### src/rtl/ahb_bus_arbiter.sv
// Fixed-priority AHB bus arbiter with tenure limit and locked-transfer support.
// Drives a registered one-hot grant plus the address- and data-phase owner indices.
module ahb_bus_arbiter #(
  parameter int NUM_MASTERS    = 2,
  parameter int DEFAULT_MASTER = 1,
  parameter int TENURE_MAX     = 16
) (
  input  logic                           clk,
  input  logic                           rst,
  input  logic [NUM_MASTERS-1:0]         Bus_Req,
  input  logic [NUM_MASTERS-1:0]         HLock,
  input  logic [1:0]                     HTrans,
  input  logic                           HReady,
  output logic [NUM_MASTERS-1:0]         Bus_Grant,
  output logic [$clog2(NUM_MASTERS)-1:0] HMaster,
  output logic                           HMastLock,
  output logic [$clog2(NUM_MASTERS)-1:0] HMasterData
);

  localparam int MW = $clog2(NUM_MASTERS);
  localparam int CW = $clog2(TENURE_MAX + 1);
  localparam logic [MW-1:0] DEF  = MW'(DEFAULT_MASTER);
  localparam logic [CW-1:0] TMAX = CW'(TENURE_MAX);

  typedef enum logic [1:0] {PARK, OWN, LOCKED} state_t;

  state_t          state, state_next;
  logic [MW-1:0]   owner, winner;
  logic [CW-1:0]   tenure_cnt;
  logic            winner_valid, tenure_exp, lock_release, locked;
  logic            rearb_ok, others_req, beat;

  assign tenure_exp   = (tenure_cnt == TMAX);
  // The first ready edge with the lock dropped is already a rearbitration point.
  assign lock_release = (state == LOCKED) & HReady & ~HLock[owner];
  assign locked       = (HMastLock | HLock[owner]) & ~lock_release;
  assign rearb_ok     = HReady & ~locked &
                        ((HTrans == 2'b00) | (HTrans == 2'b10) | tenure_exp);
  assign others_req   = |(Bus_Req & ~Bus_Grant);
  assign beat         = HReady & HTrans[1];

  // Lowest requesting index wins; an expired owner is skipped so others get a turn.
  always_comb begin
    winner       = DEF;
    winner_valid = 1'b0;
    for (int i = NUM_MASTERS - 1; i >= 0; i--) begin
      if (Bus_Req[i] && !(tenure_exp && (owner == MW'(i)))) begin
        winner       = MW'(i);
        winner_valid = 1'b1;
      end
    end
  end

  always_comb begin
    state_next = state;
    if (HReady && HLock[owner])
      state_next = LOCKED;
    else if (rearb_ok)
      state_next = winner_valid ? OWN : PARK;
    else if (state == LOCKED && HReady)
      state_next = Bus_Req[owner] ? OWN : PARK;
  end

  always_ff @(posedge clk or posedge rst) begin
    if (rst) begin
      state       <= PARK;
      Bus_Grant   <= NUM_MASTERS'(1) << DEF;
      owner       <= DEF;
      tenure_cnt  <= '0;
      HMaster     <= DEF;
      HMastLock   <= 1'b0;
      HMasterData <= DEF;
    end else begin
      state <= state_next;
      if (rearb_ok) begin
        Bus_Grant <= NUM_MASTERS'(1) << winner;
        owner     <= winner;
      end
      if (rearb_ok && (winner != owner))
        tenure_cnt <= '0;
      else if (beat && others_req && !tenure_exp)
        tenure_cnt <= tenure_cnt + CW'(1);
      if (HReady) begin
        HMaster     <= owner;
        HMastLock   <= HLock[owner];
        HMasterData <= HMaster;
      end
    end
  end

endmodule

### config.mk
export PLATFORM = sky130hd
export DESIGN_NAME = ahb_bus_arbiter
export DESIGN_NICKNAME = d
export VERILOG_FILES = /design/src/rtl/ahb_bus_arbiter.sv
export SDC_FILE = /design/constraint.sdc
export NUM_CORES = 1
export LEC_CHECK = 0
export CORE_UTILIZATION = 53
export CTS_BUF_LIST = sky130_fd_sc_hd__clkbuf_8
export CTS_CLUSTER_DIAMETER = 30
export CTS_CLUSTER_SIZE = 14
export DETAILED_ROUTE_END_ITERATION = 8
export MAX_ROUTING_LAYER = met4
export PLACE_DENSITY_LB_ADDON = 0.1
export SETUP_SLACK_MARGIN = 0.15
export SLEW_MARGIN = 20
export SYNTH_ARGS = -nofsm -noshare
export SYNTH_HDL_FRONTEND = slang
export SYNTH_SLANG_ARGS = --single-unit
export TNS_END_PERCENT = 20
### constraint.sdc
create_clock -name clk -period 1.96 [get_ports clk]
set_input_delay 0.49 -clock clk [delete_from_list [all_inputs] [get_ports clk]]
set_output_delay 0.49 -clock clk [all_outputs]
set_load 0.05 [all_outputs]
==> impl_metrics.toml <==
[run_status]
outcome = "completed"

[power]
leakagePower_uw = 0.0004267
pwr-share-clk = 0.196
p_int_uw = 837.5
swShare = 0.4086
irDropWorstVdd_mv = 0.9321
p_seq_frac = 0.326
switching_power_uw = 578.7
pwr-share-comb = 0.477
p_per_area_mw_per_mm2 = 1459

[route]
wl_mm = 1.551
drtPass1Iterations = 2
drt_iter0_drc = 5
routedWlPerCell_microns = 15.36
final_antenna_net_count = 0
drc_errors = 0
via_per_inst = 5.356
via_count = 541

[finish]
drive_gt1_frac = 0.3023
diodes = 0
fill_cells = 93
final_nets = 98
syn2layout_area_growth_pct = 27.21

[clock_tree]
cts_repair_resize_count = 0
cts_max_level = 1
path_clk_slew_ns = 0.06
clock-sinks = 12
cts_tree = "built"
clk_latency_ns = 0.24
cts_buffers = 3
postCtsSetupBuffers = 0
cts_buffer_depth = 2
postCtsHoldBufs = 0
clockRootBuffer = "clkbuf_8"

[timing]
worst_clock_skew_ns = 0.001438
rsz0062_at_grt = "no"
tns_ns = 0
min_period_over_period = 0.8746
holdWs_ns = 0.5528
slew_viol_final = 0
setup_ws_ns = 0.2458
fin_crit_ns = 1.714
setup_violations = 0
fmax_ghz = 0.5834
finalHoldViolCount = 0
worstMarginPinSlew_ns = 0.5007
max_slew_margin = 0.6658

[hold_path]
holdPathEnd = "state[1]"
hold_depth = 1
hp-class = "reg -> reg"
hold_start = "state[1]"

[grt]
overflow = 0
grt_pass1_wl_mm = 2.152
grt_use_total = 0.2183
grt_max_degree = 13
antenna_found_initial = 0
grt_pass1_vias = 470

[setup_path]
ff2ff_path_depth = 6
path_class = "reg -> reg"
arrival_ns = 1.84
regToRegSetupSlack_ns = 0.25
critPathSlowestCell = "dfrtp_1"
critPathBufInv = 1
cp_max_fo = 4
cp-start-kind = "flip-flop"
cp_cell_sequence = "inv_1 > ha_1 > and4bb_2 > a211oi_4 > mux2i_1 > nor2_1"
critPathMaxStageDelay_ns = 0.38
critPathRequiredTime_ns = 2.09
critPathTopFamily = "flip-flops"
rr_endpoint = "tenure_cnt[1]"
r2r_start = "tenure_cnt[0]"
cp-end-kind = "flip-flop"

[placement]
dp_slack_ns = 0.01373
routabilityCongestion = 0.7902
dp_hpwl_mm = 1.111
io_buffer_count = 13

[synth]
yosys.area_share.xor_xnor = 0.03443
ys_seq_area_frac = 0.3984
syn_inst = 68
synth_compound_area_frac = 0.1787
ys_ff_latch = 12
syn_nets = 79
synth_top_family_by_area = "compound AO/OA/AOI/OAI gates"
yosysWarningCount = 0
syn_area_per_cell_sq_um = 11.22
netlist_area_sq_um = 763.2
yosysUniqueCellTypes = 30
muxShareOfSynthArea = 0.1213
synthAdderAreaFrac = 0.03279
synthSimpleGateAreaFrac = 0.1705

[die]
rows = 13
die_x_microns = 39.95
core_region_area_sq_mm = 0.001318
die_h_microns = 39.95
start_util = 0.5793
die-area_sq_mm = 0.001596
boundaryPins = 14

[run]
maxCapViolations = 0
==> Yosys cell counts <==
master | count | area, sq um
nand4bb_1 | 1 | 11.26
nand3b_1 | 1 | 7.510
dfstp_2 | 3 | 78.83
nand3_1 | 1 | 5.000
and4bb_2 | 1 | 12.51
buf_6 | 1 | 11.26
a21oi_4 | 1 | 16.27
mux2i_1 | 4 | 40.04
a211oi_1 | 1 | 7.510
or3_1 | 1 | 6.260
a2111oi_4 | 1 | 27.53
o221ai_1 | 1 | 8.760
nor2_1 | 5 | 18.77
buf_4 | 2 | 15.01
o2111a_1 | 1 | 11.26
mux2_4 | 2 | 30.03
ha_1 | 2 | 25.02
dfrtp_1 | 9 | 225.2
or2b_1 | 1 | 7.510
nand2_1 | 5 | 18.77
o21ai_0 | 3 | 15.01
nand3_4 | 1 | 17.52
a21oi_1 | 2 | 10.01
nand2b_1 | 4 | 25.02
a211oi_4 | 1 | 20.02
inv_1 | 6 | 22.52
mux2_2 | 2 | 22.52
a32o_1 | 1 | 10.01
xnor2_1 | 3 | 26.28
a21bo_2 | 1 | 10.01
==> layout by cell type, fill, tap and decap left out, types with 2 or more instances in the layout <==
cell,count
clkdlybuf4s50_1,8
mux2i_1,4
nor2_1,5
inv_1,6
dfstp_2,3
buf_4,8
mux2_4,2
nand2b_1,4
mux2_2,2
xnor2_1,3
nand2_1,5
dfrtp_1,9
a21oi_1,2
clkbuf_8,4
ha_1,2
o21ai_0,3
==> routing by layer <==
| metal | vias to the layer above | GRT usage | wire length, microns |
|---|---|---|---|
| met1 | 252 | 0.2982 | 767 |
| met3 | 4 | 0.03333 | 51 |
| met4 | 0 | 0.1207 | 23 |
| met2 | 14 | 0.3065 | 709 |
| li1 | 271 | - | - |
| met5 | - | - | 0 |
==> registers in the layout, indices dropped and copies added (netlist names) <==
signal       flops
HMaster          1
HMastLock        1
tenure_cnt       5
owner            1
Bus_Grant        1
HMasterData      1
state            2
==> metrics by stage <==
step | utilization | area [sq um] | power, uW | instances
after floorplan | - | 763.2 | 957.1 | 68
after global placement | 0.6952 | 915.9 | 1123 | 97
final | 0.7369 | 970.9 | 1416 | 101
after CTS | 0.7369 | 970.9 | 1416 | 101
after global routing | 0.7369 | 970.9 | 1476 | 101
after detailed placement | 0.6952 | 915.9 | 1141 | 97
==> kinds of logic after synthesis <==
| logic type | count (synthesis) |
|---|---|
| AND/OR/NAND/NOR | 21 |
| buffers and inverters | 9 |
| AO/OA/AOI/OAI | 13 |
| XOR/XNOR | 3 |
| adder cells (fa/ha/maj) | 2 |
| flip-flops | 12 |
| multiplexers | 8 |
==> cell type report <==
type                            count  area (sq um)  share of cell area
Multi-Input combinational cell     47         410.4              0.4227
Sequential cell                    12         304.0              0.3131
Timing Repair Buffer               17         160.2              0.1649
Clock buffer                        4         55.05             0.05670
Inverter                            6         22.52             0.02320
Tap cell                           15         18.77             0.01933
==> worst max path at each step <==
stage             startpoint       endpoint  cells past startpoint
4_1_cts        tenure_cnt[0]  tenure_cnt[1]                      6
2_1_floorplan          owner          owner                      5
6_report       tenure_cnt[0]  tenure_cnt[1]                      6
3_3_place_gp      Bus_Req[0]  tenure_cnt[1]                      5
3_5_place_dp      Bus_Req[0]  tenure_cnt[1]                      5
5_1_grt        tenure_cnt[0]  tenure_cnt[1]                      6
==> power by group through the flow <==
stage	sequential, uW	clock [uW]	combinational [uW]
after floorplan	566	0	391
after global placement	458	0	665
after detailed placement	467	0	674
after CTS	462	275	679
after global routing	473	285	718
final	462	278	676
==> worst register-to-register path, delay by kind of cell (launching register included) <==
family	cells	cell delay, ns
fa+ha+maj	1	0.22
simple gates	2	0.32
flops	1	0.38
buf+inv	1	0.09
mux	1	0.25
compound gates	1	0.33
Note: power is estimated with default switching activity, not from simulation.
